--- src/rtl/deco_fetch_sequencer.sv ---
// deco_fetch_sequencer
//
// Drives the sequential fetch PC into the instruction decompressor. Each
// decompressed instruction is captured a fixed DECO_LAT edges after its PC was
// issued and is buffered in a small first-word-fall-through FIFO. The CPU takes
// instructions over a valid/ready handshake. The block also handles redirects
// (flush and restart) and stops after END_PC has been fetched.
//
// Ports:
//   clk          clock, all state on the rising edge
//   reset        asynchronous active-low reset
//   start        pulse: begin fetching at start_pc (honoured in idle/done only)
//   start_pc     initial PC
//   redirect     pulse: flush and restart at redirect_pc (honoured while busy)
//   redirect_pc  redirect target
//   deco_pc      registered PC presented to the decompressor
//   deco_instr   decompressed instruction returned by the decompressor
//   instr_valid  FIFO head valid
//   instr_ready  CPU accepts the FIFO head
//   instr_data   FIFO head instruction
//   instr_pc     PC of the FIFO head
//   busy         fetching or draining
//   done         program fetched and fully drained
module deco_fetch_sequencer #(
  parameter int unsigned      WIDTH    = 32,
  parameter logic [WIDTH-1:0] PC_STEP  = WIDTH'(4),
  parameter int unsigned      DECO_LAT = 1,
  parameter int unsigned      DEPTH    = 4,
  parameter logic [WIDTH-1:0] END_PC   = WIDTH'(32'h1BC)
) (
  input  logic             clk,
  input  logic             reset,
  input  logic             start,
  input  logic [WIDTH-1:0] start_pc,
  input  logic             redirect,
  input  logic [WIDTH-1:0] redirect_pc,
  output logic [WIDTH-1:0] deco_pc,
  input  logic [WIDTH-1:0] deco_instr,
  output logic             instr_valid,
  input  logic             instr_ready,
  output logic [WIDTH-1:0] instr_data,
  output logic [WIDTH-1:0] instr_pc,
  output logic             busy,
  output logic             done
);

  localparam int unsigned PtrW = (DEPTH > 1) ? $clog2(DEPTH) : 1;
  localparam int unsigned CntW = $clog2(DEPTH + 1);
  localparam int unsigned IfW  = $clog2(DECO_LAT + 1);
  localparam int unsigned SumW = $clog2(DEPTH + DECO_LAT + 1);

  // The last issue is the one after which pc would step past END_PC. When
  // END_PC < PC_STEP every issue is the last one (and the subtraction would wrap).
  localparam bit               EndBelowStep = (END_PC < PC_STEP);
  localparam logic [WIDTH-1:0] LastThresh   = END_PC - PC_STEP;

  typedef enum logic [1:0] {
    StIdle,
    StFetch,
    StDrain,
    StDone
  } state_e;

  state_e              state_q, state_d;
  logic [WIDTH-1:0]    pc_q, pc_d;
  logic [WIDTH-1:0]    deco_pc_q, deco_pc_d;

  // Tag pipeline: stage 0 is loaded on issue, stage DECO_LAT-1 exits into the FIFO.
  logic [DECO_LAT-1:0] tag_vld_q, tag_vld_d;
  logic [WIDTH-1:0]    tag_pc_q [DECO_LAT];
  logic [WIDTH-1:0]    tag_pc_d [DECO_LAT];

  logic [WIDTH-1:0]    fifo_data_q [DEPTH];
  logic [WIDTH-1:0]    fifo_pc_q   [DEPTH];
  logic [CntW-1:0]     count_q, count_d;
  logic [PtrW-1:0]     wr_ptr_q, wr_ptr_d;
  logic [PtrW-1:0]     rd_ptr_q, rd_ptr_d;

  logic [IfW-1:0]      inflight;
  logic                credit_ok;
  logic                flush;
  logic                issue;
  logic                push;
  logic                pop;

  always_comb begin
    inflight = '0;
    for (int i = 0; i < int'(DECO_LAT); i++) begin
      inflight = inflight + IfW'(tag_vld_q[i]);
    end
  end

  // Credit uses the registered occupancy only; a pop on this edge frees a slot
  // that becomes usable one edge later.
  assign credit_ok = (SumW'(count_q) + SumW'(inflight)) < SumW'(DEPTH);

  assign flush = redirect && ((state_q == StFetch) || (state_q == StDrain));
  assign pop   = (count_q != '0) && instr_ready;
  assign push  = tag_vld_q[DECO_LAT-1] && !flush;

  // Control FSM.
  always_comb begin
    state_d = state_q;
    pc_d    = pc_q;
    issue   = 1'b0;

    unique case (state_q)
      StIdle, StDone: begin
        if (start) begin
          pc_d    = start_pc;
          state_d = StFetch;
        end
      end
      StFetch: begin
        if (flush) begin
          pc_d    = redirect_pc;
          state_d = StFetch;
        end else if (pc_q > END_PC) begin
          state_d = StDrain;
        end else if (credit_ok) begin
          issue = 1'b1;
          pc_d  = pc_q + PC_STEP;
          if (EndBelowStep || (pc_q > LastThresh)) begin
            state_d = StDrain;
          end
        end
      end
      StDrain: begin
        if (flush) begin
          pc_d    = redirect_pc;
          state_d = StFetch;
        end else if ((inflight == '0) && (count_q == '0)) begin
          state_d = StDone;
        end
      end
      default: state_d = StIdle;
    endcase
  end

  // Datapath next state: issue register, tag pipeline and FIFO bookkeeping.
  always_comb begin
    deco_pc_d = issue ? pc_q : deco_pc_q;

    tag_vld_d[0] = issue;
    tag_pc_d[0]  = pc_q;
    for (int i = 1; i < int'(DECO_LAT); i++) begin
      tag_vld_d[i] = tag_vld_q[i-1];
      tag_pc_d[i]  = tag_pc_q[i-1];
    end
    if (flush) begin
      tag_vld_d = '0;
    end

    count_d  = count_q;
    wr_ptr_d = wr_ptr_q;
    rd_ptr_d = rd_ptr_q;
    if (flush) begin
      count_d  = '0;
      wr_ptr_d = '0;
      rd_ptr_d = '0;
    end else begin
      if (push) begin
        wr_ptr_d = wr_ptr_q + PtrW'(1);
      end
      if (pop) begin
        rd_ptr_d = rd_ptr_q + PtrW'(1);
      end
      if (push && !pop) begin
        count_d = count_q + CntW'(1);
      end else if (!push && pop) begin
        count_d = count_q - CntW'(1);
      end
    end
  end

  always_ff @(posedge clk or negedge reset) begin
    if (!reset) begin
      state_q   <= StIdle;
      pc_q      <= '0;
      deco_pc_q <= '0;
      tag_vld_q <= '0;
      for (int i = 0; i < int'(DECO_LAT); i++) begin
        tag_pc_q[i] <= '0;
      end
      count_q   <= '0;
      wr_ptr_q  <= '0;
      rd_ptr_q  <= '0;
    end else begin
      state_q   <= state_d;
      pc_q      <= pc_d;
      deco_pc_q <= deco_pc_d;
      tag_vld_q <= tag_vld_d;
      for (int i = 0; i < int'(DECO_LAT); i++) begin
        tag_pc_q[i] <= tag_pc_d[i];
      end
      count_q   <= count_d;
      wr_ptr_q  <= wr_ptr_d;
      rd_ptr_q  <= rd_ptr_d;
    end
  end

  // FIFO storage needs no reset: entries are only visible while count_q covers them.
  always_ff @(posedge clk) begin
    if (push) begin
      fifo_data_q[wr_ptr_q] <= deco_instr;
      fifo_pc_q[wr_ptr_q]   <= tag_pc_q[DECO_LAT-1];
    end
  end

  assign deco_pc     = deco_pc_q;
  assign instr_valid = (count_q != '0);
  // Head is gated so stale storage never shows while the FIFO is empty.
  assign instr_data  = instr_valid ? fifo_data_q[rd_ptr_q] : '0;
  assign instr_pc    = instr_valid ? fifo_pc_q[rd_ptr_q] : '0;
  assign busy        = (state_q == StFetch) || (state_q == StDrain);
  assign done        = (state_q == StDone);

endmodule

--- config.mk ---
export PLATFORM = sky130hd
export DESIGN_NAME = deco_fetch_sequencer
export DESIGN_NICKNAME = d
export VERILOG_FILES = /design/src/rtl/deco_fetch_sequencer.sv
export SDC_FILE = /design/constraint.sdc
export NUM_CORES = 1
export LEC_CHECK = 0
export ABC_AREA = 0
export BUFFER_PORTS_ARGS = -buffer_cell sky130_fd_sc_hd__buf_4
export CAP_MARGIN = 20
export CELL_PAD_IN_SITES_DETAIL_PLACEMENT = 1
export CELL_PAD_IN_SITES_GLOBAL_PLACEMENT = 2
export CORE_MARGIN = 2
export CORE_UTILIZATION = 45
export CTS_BUF_LIST = sky130_fd_sc_hd__clkbuf_4 sky130_fd_sc_hd__clkbuf_8 sky130_fd_sc_hd__clkbuf_16
export DETAILED_ROUTE_END_ITERATION = 12
export PLACE_DENSITY = 0.95
export RECOVER_POWER = 25
export SYNTH_ARGS = -nofsm -noshare
export SYNTH_HDL_FRONTEND = slang
export SYNTH_SLANG_ARGS = --single-unit
--- constraint.sdc ---
create_clock -name clk -period 7.62 [get_ports clk]
set_input_delay 0.762 -clock clk [delete_from_list [all_inputs] [get_ports clk]]
set_output_delay 0.762 -clock clk [all_outputs]
set_load 0.1 [all_outputs]
-- After elaboration in Yosys (flattened, before gate mapping)
Memory sizes are Yosys's and may differ from the RTL's.
Cells that the tools add are included.
- equal/unequal tests: 10
- $add $sub $neg: 6
- bitwise logic cells: 1
- $lt $le $gt $ge: 3
- reductions and logical operators: 19
- mux-type cells: 30
- operators with widths (kind ; number):
    2-to-1 mux 32 bit ; 7
    case mux 32 bit (3 select lines) ; 1
    greater-than comparator 32 x 9 -> 1 bit, second input constant ; 2
    adder 32 x 3 -> 32 bit, second input constant ; 1
    2-to-1 mux 2 bit ; 11
    2-to-1 mux 3 bit ; 3
    AND reduction 4 bit ; 2
    2-to-1 mux 1 bit ; 7
    logical AND 1 bit ; 6
    inequality test 3 bit, second input constant ; 2
    case mux 2 bit (3 select lines) ; 1
    nonzero test 3 bit ; 2
    adder 2 x 1 -> 2 bit, second input constant ; 2
    equality test 2 bit, second input constant ; 2
    inequality test 2 bit, second input constant ; 2
    inequality test 4 x 2 -> 1 bit, second input constant ; 1
    inequality test 4 x 3 -> 1 bit, second input constant ; 1
    nonzero test 2 bit ; 2
    adder 3 x 1 -> 3 bit ; 1
    adder 3 x 1 -> 3 bit, second input constant ; 1
    zero test 1 bit ; 3
    zero test 3 bit ; 1
    < comparator 3 bit, second input constant ; 1
    inequality test 3 x 2 -> 1 bit, second input constant ; 1
    other kinds (6) ; 6
- bits in registers: 106
- word-level logic and storage cells: 79
- memories kept: 2
- memory bits (writable): 256
- memory list (name ; depth ; bits a word ; read ports ; clocked after Yosys merged registers in ; write ports ; RTL line ; RTL):
    fifo_data_q ; 4 ; 32 ; 1 ; 0 ; 1 ; 73 ; logic [WIDTH-1:0] fifo_data_q [DEPTH];
    fifo_pc_q ; 4 ; 32 ; 1 ; 0 ; 1 ; 74 ; logic [WIDTH-1:0] fifo_pc_q [DEPTH];

-- Depth between registers and ports, before layout
Gate-level depths: netlist of the first run.
- depth after elaboration: 10
- depth in mapped cells: 11
- mapped depth without buffers: 9

-- Least setup slack after synthesis of the first run
No wires, ideal clock.
- path kind: reg-to-output
- start: register count_q[0]
- end: output port instr_pc[22]
- arrival: 2387 ps
- data required time: 6858 ps
- slack: 4471 ps
- stages on the path, launching flop included: 4
- path through: dfrtp_1 -> or3_1 -> clkbuf_1 -> and2_1
- longest elaborated chain between the ends: 2
- RTL lines (item ; RTL line ; RTL):
    from (decl) ; 75 ; logic [CntW-1:0] count_q, count_d;
    from (signal assigned) ; 196 ; count_q <= count_d;
    nonzero test 3 bit ; 211 ; assign instr_valid = (count_q != '0);
    net instr_valid ; 39 ; output logic instr_valid,
    2-to-1 mux 32 bit ; 214 ; assign instr_pc = instr_valid ? fifo_pc_q[rd_ptr_q] : '0;
    to (decl) ; 42 ; output logic [WIDTH-1:0] instr_pc,
The timed path passes the listed nets, and every way through them passes these cells.

-- Worst setup path in the final report of the first run
- start: register rd_ptr_q[0]
- end: output port instr_data[8]
- longest elaborated chain between the ends: 2
- RTL lines (item ; RTL line ; RTL):
    from (decl) ; 77 ; logic [PtrW-1:0] rd_ptr_q, rd_ptr_d;
    from (signal assigned) ; 198 ; rd_ptr_q <= rd_ptr_d;
    memory read (4 x 32 bit) ; -- ;
    2-to-1 mux 32 bit ; 213 ; assign instr_data = instr_valid ? fifo_data_q[rd_ptr_q] : '0;
    to (decl) ; 41 ; output logic [WIDTH-1:0] instr_data,
Every way passes these cells.

==> reports/qor.csv, run 1 <==
metric,value,unit
Critical Path Most Common Cell,buf_4,
Rows,65,
sequential-to-total area share from yosys stat,71.4,%
Post-CTS Repair Setup Buffers,0,
# IOs,200,
fmax,268,MHz
total CTS buffers,39,
GR met2 Demand/Resource,32.8,%
CP Buf/Inv Count,3,
Yosys warnings,0,
Final Util,55.3,%
Finished Layout Cells,1494,
Register Area,10300,um^2
Setup Skew,0.0283,ns
Core Area,31600,um^2
filler cell count,2974,
Routed Antenna Nets,0,
Max Cap Viol,0,
syn avg cell area,16.8,um^2
max incr delay on CP,0.61,ns
Mapped Area,14500,um^2
final period utilization,49.0,%
Synth cell types,52,
first-pass GRT wire length,52.0,mm
"Max FO, Critical Path",32,
HP Class,in2async,
unrepaired setup endpoints after global routing,false,
initial DRC count,532,
Worst EP arrival,2.97,ns
Synth Flop Type,edfxtp_1,
outcome,completed,
GRT overflow,0,
measured slew at the worst slew-check pin,1.04,ns
die area,33600,um^2
Total GRT Usage,20.3,%
largest net degree at the start of global routing,65,
CTS sink cnt,362,
Port Buf Inserts,199,
post-cts resize count,0,
WL final,33.4,mm
"commonest non-fill, non-tap cell in the layout",edfxtp_1,
Peak supply drop,0.000410,V
placed cells,1423,
nets@finish,1174,
cell area power density,451,nW/um^2
Startpoint Class,flop,
vias,8319,
"Async S/R FF share, synth",29.3,%
TritonCTS clock tree,yes,
clock root cell,clkbuf_16,
number of synthesized register bits,362,
crit path kind,reg2out,
Slew HR,30.5,%
Static Leakage,0.00651,uW
vias in the first global route,9080,
worst skew pair latency,0.52,ns
"EDFF count, synth",256,
Starting Density,45.8,%
Slowest cell on crit path,dfrtp_4,
DR pass1 iterations,5,
Die Y,183,um
post-route minimum period,3.73,ns
share of cells above drive strength 1,29.8,%
number of antenna violations at the first check in global routing,0,
fin. max-slew vios,0,
CTS max path bufs,3,
setup TNS,0,ns
dpl hpwl,20.9,mm
number of vias per cell,5.57,
"Hold-fix buffers, CTS",0,
Setup-failing EPs final,0,
htree depth,2,
Post-Synthesis Cells,864,
routed wire length per instance,22.4,um
crit-path cells,buf_4 > buf_16 > mux4_2 > and2_1 > buf_4,
grt met3 use,4.41,%
n_diodes,0,
area of the multi-input gates,3880,um^2
clock transition at the registers of the reported paths,0.06,ns
net count of the mapped netlist,975,
Hold Fails Final Rpt,0,
hold_ws,0.310,ns
Crit path max-delay family,buffers and inverters,
M1 GR Usage,27.6,%
Crit path required time,6.86,ns
Syn-to-layout area delta,20.9,%
GRT busiest layer,met2,
GP Congestion,0.780,
drc violations,0,
most frequent cells in the layout,"edfxtp_1 (256), buf_4 (176), dfrtp_1 (104)",
CP endpoint kind,primary output,
Tot Pwr,7890,uW
die width,183,um
## final timing paths
path	endpoint	from	depth (start not counted)	slack, ns
max	instr_data[8]	rd_ptr_q[0]	5	3.89
min	deco_pc[15]	reset	1	0.31
max reg2reg	deco_pc[1]	state_q[0]	7	4.45
min reg2reg	tag_pc_q[1]	pc_q[1]	0	0.44
max in group asynchronous	rd_ptr_q[0]	reset	2	6.17
min in group clk	tag_pc_q[1]	pc_q[1]	0	0.44
## per-layer routing
metal	part of all wire [%]	routed length, um	up-vias
met5	0	0	-
met4	2.9	977	0
met2	48	16000	312
met3	6.3	2090	64
met1	43	14400	4248
li1	-	-	3695
## registers in the layout, indices dropped and copies added (netlist names)
signal,cells
deco_pc,32
tag_pc_q,32
tag_vld_q,1
fifo_data_q,128
fifo_pc_q,128
pc_q,32
rd_ptr_q,2
wr_ptr_q,2
state_q,2
count_q,3
## area by class of cell
class	instances	share of cell area, %
Multi-Input combinational cell	440	22.2
Timing Repair Buffer	210	8.50
Tap cell	402	2.87
Inverter	10	0.214
Clock buffer	48	6.20
Sequential cell	362	59.1
Clock inverter	22	0.950
## synthesized netlist by cell type, types with 3 or more instances
master,instances,area [um^2]
buf_2,17,85.1
mux2_2,3,33.8
a21oi_1,16,80.1
buf_1,9,33.8
nor2b_1,25,156
ha_1,9,113
mux2_1,6,67.6
a211oi_1,7,52.6
edfxtp_1,256,7690
xnor2_1,11,96.3
inv_1,9,33.8
o21ai_0,22,110
a211oi_2,4,50.1
dfrtp_1,106,2650
nand4_1,3,18.8
nand2_1,36,135
buf_6,3,33.8
a31o_1,4,35.0
nor2_1,40,150
a221oi_1,10,87.6
and3_1,9,56.3
o22ai_1,4,25.0
nor4_1,6,37.5
and2_1,68,425
a32o_1,4,40.0
nand3_1,14,70.1
xor2_1,5,43.8
nand2b_1,8,50.1
o31ai_1,16,120
nor3_1,18,90.1
mux2i_1,5,50.1
mux4_2,64,1440
clkbuf_1,21,78.8
## power by group
| group | total [uW] | internal [uW] | switching [uW] |
|---|---|---|---|
| clock network | 1830 | 1080 | 745 |
| registers | 2700 | 2400 | 303 |
| logic | 3360 | 928 | 2430 |
| total | 7890 | 4410 | 3480 |
## stage by stage
step / area, um^2 / setup WS [ns]
2_1_floorplan: 14500 / 4.47
5_1_grt: 17500 / 3.69
3_3_place_gp: 16300 / 4.23
6_report: 17500 / 3.89
4_1_cts: 17600 / 3.62
3_5_place_dp: 16300 / 4.18
## logic make-up (layout without fill, tap and decap cells)
kind of cell             after synthesis  count (layout)  share of synthesized area [%]
buffers and inverters                 62             290                           1.96
XOR/XNOR                              16              16                          0.968
flip-flops                           362             362                           71.4
AND/OR/NAND/NOR                      239             239                           9.00
multiplexers                          78              78                           11.0
AO/OA/AOI/OAI                         97              97                           4.75
adder cells (fa/ha/maj)               10              10                          0.916
Power figures use the tool's default switching activity.
==> inputs of run 2 (changes only) <==
--- a/config.mk
+++ b/config.mk
@@ -5,16 +5,16 @@
 export SDC_FILE = /design/constraint.sdc
 export NUM_CORES = 1
 export LEC_CHECK = 0
-export ABC_AREA = 0
+export ABC_AREA = 1
 export BUFFER_PORTS_ARGS = -buffer_cell sky130_fd_sc_hd__buf_4
 export CAP_MARGIN = 20
 export CELL_PAD_IN_SITES_DETAIL_PLACEMENT = 1
 export CELL_PAD_IN_SITES_GLOBAL_PLACEMENT = 2
 export CORE_MARGIN = 2
-export CORE_UTILIZATION = 45
+export CORE_UTILIZATION = 37
 export CTS_BUF_LIST = sky130_fd_sc_hd__clkbuf_4 sky130_fd_sc_hd__clkbuf_8 sky130_fd_sc_hd__clkbuf_16
 export DETAILED_ROUTE_END_ITERATION = 12
-export PLACE_DENSITY = 0.95
+export PLACE_DENSITY = 0.89
 export RECOVER_POWER = 25
 export SYNTH_ARGS = -nofsm -noshare
 export SYNTH_HDL_FRONTEND = slang
==> constraint.sdc (replaced) <==
create_clock -name clk -period 3.76 [get_ports clk]
set_input_delay 0.376 -clock clk [delete_from_list [all_inputs] [get_ports clk]]
set_output_delay 0.376 -clock clk [all_outputs]
set_load 0.1 [all_outputs]
==> run 2 against run 1 <==
  * Clock-buffer cell count grew 1
  * Hold slack worse by 0.21 ns
  * First-iteration DRC count is 6.0% higher
  * Register-to-register slack got worse by 3.5 ns
  * Final cell count is 50% higher
  * Flip-flop and latch count is the same
  * Clock skew fell by 0.014 ns
  * Critical path depth is 2 higher
  * Critical endpoint is now instr_data[10]
  * Largest cell class unchanged
==> reports/qor.csv, run 2 <==
metric,value,unit,change
GRT overflow,0,,unchanged
htree depth,2,,unchanged
clock root cell,clkbuf_16,,
Core Area,40800,um^2,+29%
hold_ws,0.0978,ns,-0.212 ns
dpl hpwl,27.1,mm,+30%
Setup-failing EPs final,0,,unchanged
net count of the mapped netlist,1601,,+64%
crit-path cells,buf_6 > buf_4 > nor2_1 > nor2_1 > o21ai_0 > a21oi_1 > buf_4,,
fmax,294,MHz,
dpl ws,0.714,ns,-3.47 ns
HP Class,in2reg,,
CTS max path bufs,3,,unchanged
outcome,completed,,
unrepaired setup endpoints after global routing,false,,
total CTS buffers,39,,unchanged
fin. max-slew vios,0,,unchanged
"Async S/R FF share, synth",29.3,%,unchanged
DR pass1 iterations,5,,unchanged
die area,42900,um^2,+28%
largest family of logic cells by synthesized area,simple AND/OR/NAND/NOR gates,,
Starting Density,37.4,%,-8.4 points
Synth area leader,edfxtp_1,,
Worst EP arrival,3.03,ns,+0.06 ns
CTS sink cnt,362,,unchanged
Max Cap Viol,0,,unchanged
max incr delay on CP,0.58,ns,-0.03 ns
number of vias per cell,5.02,,-9.9%
Top Registers,"fifo_data_q x128, fifo_pc_q x128",,
"count leader, synth",nor2_1,,
number of synthesized register bits,362,,unchanged
post-route minimum period,3.41,ns,
"Max FO, Critical Path",78,,+140%
crit path kind,reg2out,,
Slowest cell on crit path,buf_4,,
Yosys warnings,0,,unchanged
Routed Antenna Nets,0,,unchanged
Post-Synth Adder-Cell Area,0.868,%,-0.048 points
Syn-to-layout area delta,21.9,%,
sequential-to-total area share from yosys stat,67.7,%,-3.7 points
TritonCTS clock tree,yes,,
largest net degree at the start of global routing,79,,+22%
Startpoint Class,flop,,
routed wire length per instance,18.6,um,-17%
first-pass GRT wire length,65.7,mm,+26%
Hold Fails Final Rpt,0,,unchanged
Post-CTS Repair Setup Buffers,0,,unchanged
Register Area,10300,um^2,unchanged
setup ws final,0.353,ns,-3.54 ns
WL final,41.7,mm,+25%
"top cells by count, synth","nor2_1 (350), edfxtp_1 (256), nand2_1 (243), o21ai_0 (167), dfrtp_1 (106)",,
Total GRT Usage,19.4,%,-0.91 points
n_diodes,0,,unchanged
Synth Area in Compound Gates,9.27,%,+4.5 points
clock transition at the registers of the reported paths,0.05,ns,about the same
placed cells,2171,,+53%
nets@finish,1792,,+53%
initial DRC count,564,,+6.0%
post-synthesis simple-gate area fraction,17.6,%,+8.6 points
drc violations,0,,unchanged
Port Buf Inserts,199,,unchanged
Synth top area share,50.3,%,-2.8 points
Setup Skew,0.0148,ns,-0.0136 ns
die width,207,um,+13%
"commonest non-fill, non-tap cell in the layout",nor2_1,,
Mapped Area,15300,um^2,+5.5%
Synth Flop Type,edfxtp_1,,
most frequent cells in the layout,"nor2_1 (346), edfxtp_1 (256), nand2_1 (243)",,
"EDFF count, synth",256,,unchanged
number of antenna violations at the first check in global routing,0,,unchanged
share of cells above drive strength 1,16.3,%,-13 points
Crit path required time,3.38,ns,-3.48 ns
area of the multi-input gates,4320,um^2,+11%
Rows,74,,+14%
Finished Layout Cells,2241,,+50%
Die Y,207,um,+13%
mux share of post-synthesis cell area,0,%,-11 points
syn avg cell area,10.3,um^2,-39%
vias,11200,,+35%
Post-Synthesis Cells,1490,,+72%
vias in the first global route,11900,,+31%
XOR/XNOR share of the synthesized area,0.229,%,-0.74 points
# IOs,200,,unchanged
largest cells by area after synthesis,"edfxtp_1 (50%), dfrtp_1 (17%), nor2_1 (8.6%)",,
Synth cell types,35,,-33%
final period utilization,90.6,%,
worst skew pair latency,0.55,ns,+0.03 ns
GP Congestion,0.831,,+6.5%
measured slew at the worst slew-check pin,0.973,ns,-0.0706 ns
CP endpoint kind,primary output,,
setup TNS,0,ns,unchanged
Slew HR,35.1,%,+4.6 points
filler cell count,4518,,+52%
==> run 2: cell type report <==
class	instances	area share (%)
clock buffer	49	5.93
tap	532	3.57
sequential	362	55.5
multi-input combinational	964	23.2
inverter	94	1.94
timing repair buffer	220	8.79
clock inverter	20	1.05
==> run 2: path summary, 6_finish.rpt <==
kind | startpoint | end | slack (ns) | depth (start not counted)
min in group asynchronous | reset | deco_pc[21] | 0.45 | 2
worst min register to register | pc_q[1] | tag_pc_q[1] | 0.42 | 0
worst max-delay path | rd_ptr_q[0] | instr_data[10] | 0.35 | 7
worst max register to register | state_q[0] | pc_q[10] | 0.94 | 11
max in group asynchronous | reset | pc_q[25] | 2.44 | 3
worst min-delay path | deco_instr[7] | fifo_data_q[2][7] | 0.1 | 1
==> run 2: cells by family (layout without fill, tap and decap cells) <==
kind of cell	count (synthesis)	after routing
buffers and inverters	164	383
AOI/OAI and AO/OA	279	279
DFF	362	362
xor gates and xnor gates	4	4
and+or+nand+nor	671	671
adders and majority gates	10	10
==> run 2: worst max-delay path, delay by kind of cell, from the launching register on <==
| kind | cells | cell delay [ns] |
|---|---|---|
| flip-flops | 1 | 0.41 |
| buffers and inverters | 3 | 1.42 |
| AO/OA/AOI/OAI | 2 | 0.37 |
| AND/OR/NAND/NOR | 2 | 0.22 |
==> run 2: layer usage <==
| metal | vias to the layer above | GRT usage [%] | part of all wire (%) |
|---|---|---|---|
| li1 | 5381 | - | - |
| met1 | 5579 | 25.5 | 45 |
| met2 | 218 | 33.0 | 49 |
| met3 | 70 | 3.12 | 3.2 |
| met4 | 0 | 6.23 | 2.6 |
| met5 | - | 0 | 0 |
==> run 2: timing repair <==
item                                    in CTS  in global routing
gates resized for setup                      0                  1
hold buffers                                 1                  0
endpoints found under the hold margin       59                  0
endpoints found under the setup margin       0                  5
==> run 2: stage by stage <==
stage	util, %	instance area, um^2
detailed placement	42.7	17400
CTS	45.9	18700
finish	45.6	18600
floorplan	-	15300
global placement	42.7	17400
global route	45.6	18600
Power of run 2 is left out: the tool's default activity adds up to more than one toggle a clock period on the data nets, which glitch-free logic cannot reach.
==> inputs of run 3 (changes only) <==
--- a/config.mk
+++ b/config.mk
@@ -6,15 +6,15 @@
 export NUM_CORES = 1
 export LEC_CHECK = 0
 export ABC_AREA = 1
-export BUFFER_PORTS_ARGS = -buffer_cell sky130_fd_sc_hd__buf_4
 export CAP_MARGIN = 20
 export CELL_PAD_IN_SITES_DETAIL_PLACEMENT = 1
 export CELL_PAD_IN_SITES_GLOBAL_PLACEMENT = 2
 export CORE_MARGIN = 2
-export CORE_UTILIZATION = 37
+export CORE_UTILIZATION = 41
 export CTS_BUF_LIST = sky130_fd_sc_hd__clkbuf_4 sky130_fd_sc_hd__clkbuf_8 sky130_fd_sc_hd__clkbuf_16
 export DETAILED_ROUTE_END_ITERATION = 12
-export PLACE_DENSITY = 0.89
+export DONT_BUFFER_PORTS = 1
+export PLACE_DENSITY = 0.9
 export RECOVER_POWER = 25
 export SYNTH_ARGS = -nofsm -noshare
 export SYNTH_HDL_FRONTEND = slang
==> run 3 against run 2 <==
  * Critical endpoint is now instr_pc[9]
  * Design area decreased by 2.2%
  * Worst setup slack improved by 0.38 ns
  * Clock skew increased by 0.0041 ns
  * Critical path type unchanged
  * Routed wire length decreased by 1.9%
  * Flip-flop and latch count unchanged
==> reports/qor.csv, run 3 (synthesis gave the netlist of run 2 again) <==
metric,value,unit,change
Slew HR,29.3,%,-5.7 points
total CTS buffers,39,,unchanged
Rows,70,,-5.4%
die width,197,um,-4.9%
number of antenna violations at the first check in global routing,2,,+2
Crit path required time,3.38,ns,about the same
Starting Density,41.7,%,+4.3 points
share of cells above drive strength 1,15.2,%,-1.0 points
clock root cell,clkbuf_16,,
GR met2 Demand/Resource,37.6,%,+4.6 points
M1 GR Usage,27.0,%,+1.6 points
nets@finish,1692,,-5.6%
"Max FO, Critical Path",103,,+32%
final period utilization,80.4,%,-10 points
"commonest non-fill, non-tap cell in the layout",nor2_1,,
largest net degree at the start of global routing,107,,+35%
max incr delay on CP,0.65,ns,+0.07 ns
Max Cap Viol,0,,unchanged
GP Congestion,0.801,,-3.6%
Hold Fails Final Rpt,0,,unchanged
"Hold-fix buffers, CTS",37,,+36
grt met3 use,3.62,%,+0.50 points
GRT busiest layer,met2,,
crit path kind,reg2out,,
vias,10900,,-3.2%
dpl cell area,16500,um^2,-5.2%
Core Area,36600,um^2,-10%
fin. max-slew vios,0,,unchanged
Top Registers,"fifo_data_q x128, fifo_pc_q x128",,
Post-CTS Repair Setup Buffers,0,,unchanged
CTS sink cnt,362,,unchanged
CP endpoint kind,primary output,,
HP Class,in2reg,,
Startpoint Class,flop,,
Die Y,197,um,-4.9%
TritonCTS clock tree,yes,,
CTS max path bufs,3,,unchanged
drc violations,0,,unchanged
Setup Skew,0.0189,ns,+0.00411 ns
htree depth,2,,unchanged
unrepaired setup endpoints after global routing,false,,
DR pass1 iterations,4,,-1
number of vias per cell,5.24,,+4.4%
clock transition at the registers of the reported paths,0.06,ns,about the same
GRT overflow,0,,unchanged
Worst EP arrival,2.65,ns,-0.38 ns
worst skew pair latency,0.53,ns,-0.02 ns
Total GRT Usage,21.4,%,+1.9 points
first-pass GRT wire length,64.4,mm,-2.1%
routed wire length per instance,19.7,um,+5.8%
post-route cell area,18200,um^2,-2.2%
initial DRC count,527,,-6.6%
# IOs,200,,unchanged
post-cts resize count,0,,unchanged
WL final,40.9,mm,-1.9%
Port Buf Inserts,0,,-100%
post-route minimum period,3.02,ns,-0.383 ns
most frequent cells in the layout,"nor2_1 (346), edfxtp_1 (256), nand2_1 (243)",,
crit-path cells,buf_12 > nor2_1 > nor2_1 > o21ai_0 > a21oi_2 > buf_4,,
die area,38800,um^2,-9.6%
Routed Antenna Nets,0,,unchanged
fmax,331,MHz,+13%
outcome,completed,,
Slowest cell on crit path,dfrtp_4,,
Critical Path Most Common Cell,nor2_1,,
dpl hpwl,26.1,mm,-3.5%
Syn-to-layout area delta,19.2,%,
hold_ws,0.0324,ns,-0.0654 ns
measured slew at the worst slew-check pin,1.06,ns,+0.0900 ns
vias in the first global route,11700,,-1.6%
Setup-failing EPs final,0,,unchanged
setup TNS,0,ns,unchanged
## run 3: cell count changes in the layout (fill, tap and decap cells not counted), moves of 2 or more
| cell | before | now |
|---|---|---|
| buf_4 | 178 | 78 |
| a21oi_1 | 95 | 31 |
| a21oi_2 | 0 | 64 |
| dlygate4sd3_1 | 1 | 36 |
| clkbuf_1 | 32 | 0 |
| clkinv_1 | 9 | 3 |
| clkbuf_4 | 5 | 9 |
| clkinvlp_4 | 1 | 5 |
| buf_12 | 8 | 5 |
| bufinv_16 | 4 | 2 |
## run 3: final cells by class
class,count,area (um^2)
fill,3950,18400
sequential,362,10300
multi-input combinational,964,4560
clock buffer,53,1150
timing repair buffer,120,1070
tap,468,586
inverter,94,362
clock inverter,16,146
antenna,1,2.50
## run 3: final timing paths
kind | from | endpoint | slack [ns] | cells past startpoint
max | rd_ptr_q[0] | instr_pc[9] | 0.74 | 6
min | redirect_pc[0] | pc_q[0] | 0.03 | 2
max reg2reg | state_q[0] | pc_q[18] | 0.98 | 12
min reg2reg | pc_q[0] | tag_pc_q[0] | 0.40 | 0
max in group asynchronous | reset | rd_ptr_q[0] | 2.86 | 2
min in group asynchronous | reset | deco_pc[15] | 0.43 | 2
## run 3: worst max-delay path: cells and delay by family, from the launching register on
kind | cells | cell delay [ns]
AO/OA/AOI/OAI | 2 | 0.38
buffers and inverters | 2 | 0.76
flip-flops | 1 | 0.65
AND/OR/NAND/NOR | 2 | 0.22
## run 3: per-layer routing
metal | share of wire (%) | vias up | wire, um
li1 | - | 5167 | -
met5 | 0 | - | 0
met2 | 50 | 214 | 20500
met4 | 2.2 | 0 | 885
met3 | 4.4 | 57 | 1810
met1 | 43 | 5449 | 17700
## run 3: metrics by stage
stage | utilization, % | worst slack [ns] | std cells
after floorplan | - | -0.465 | 1490
after global placement | 45.2 | 1.12 | 1971
after detailed placement | 45.2 | 0.984 | 1971
after CTS | 49.8 | 0.748 | 2077
after global routing | 49.8 | 0.625 | 2078
final | 49.8 | 0.736 | 2078
Power of run 3 is left out for the same reason.
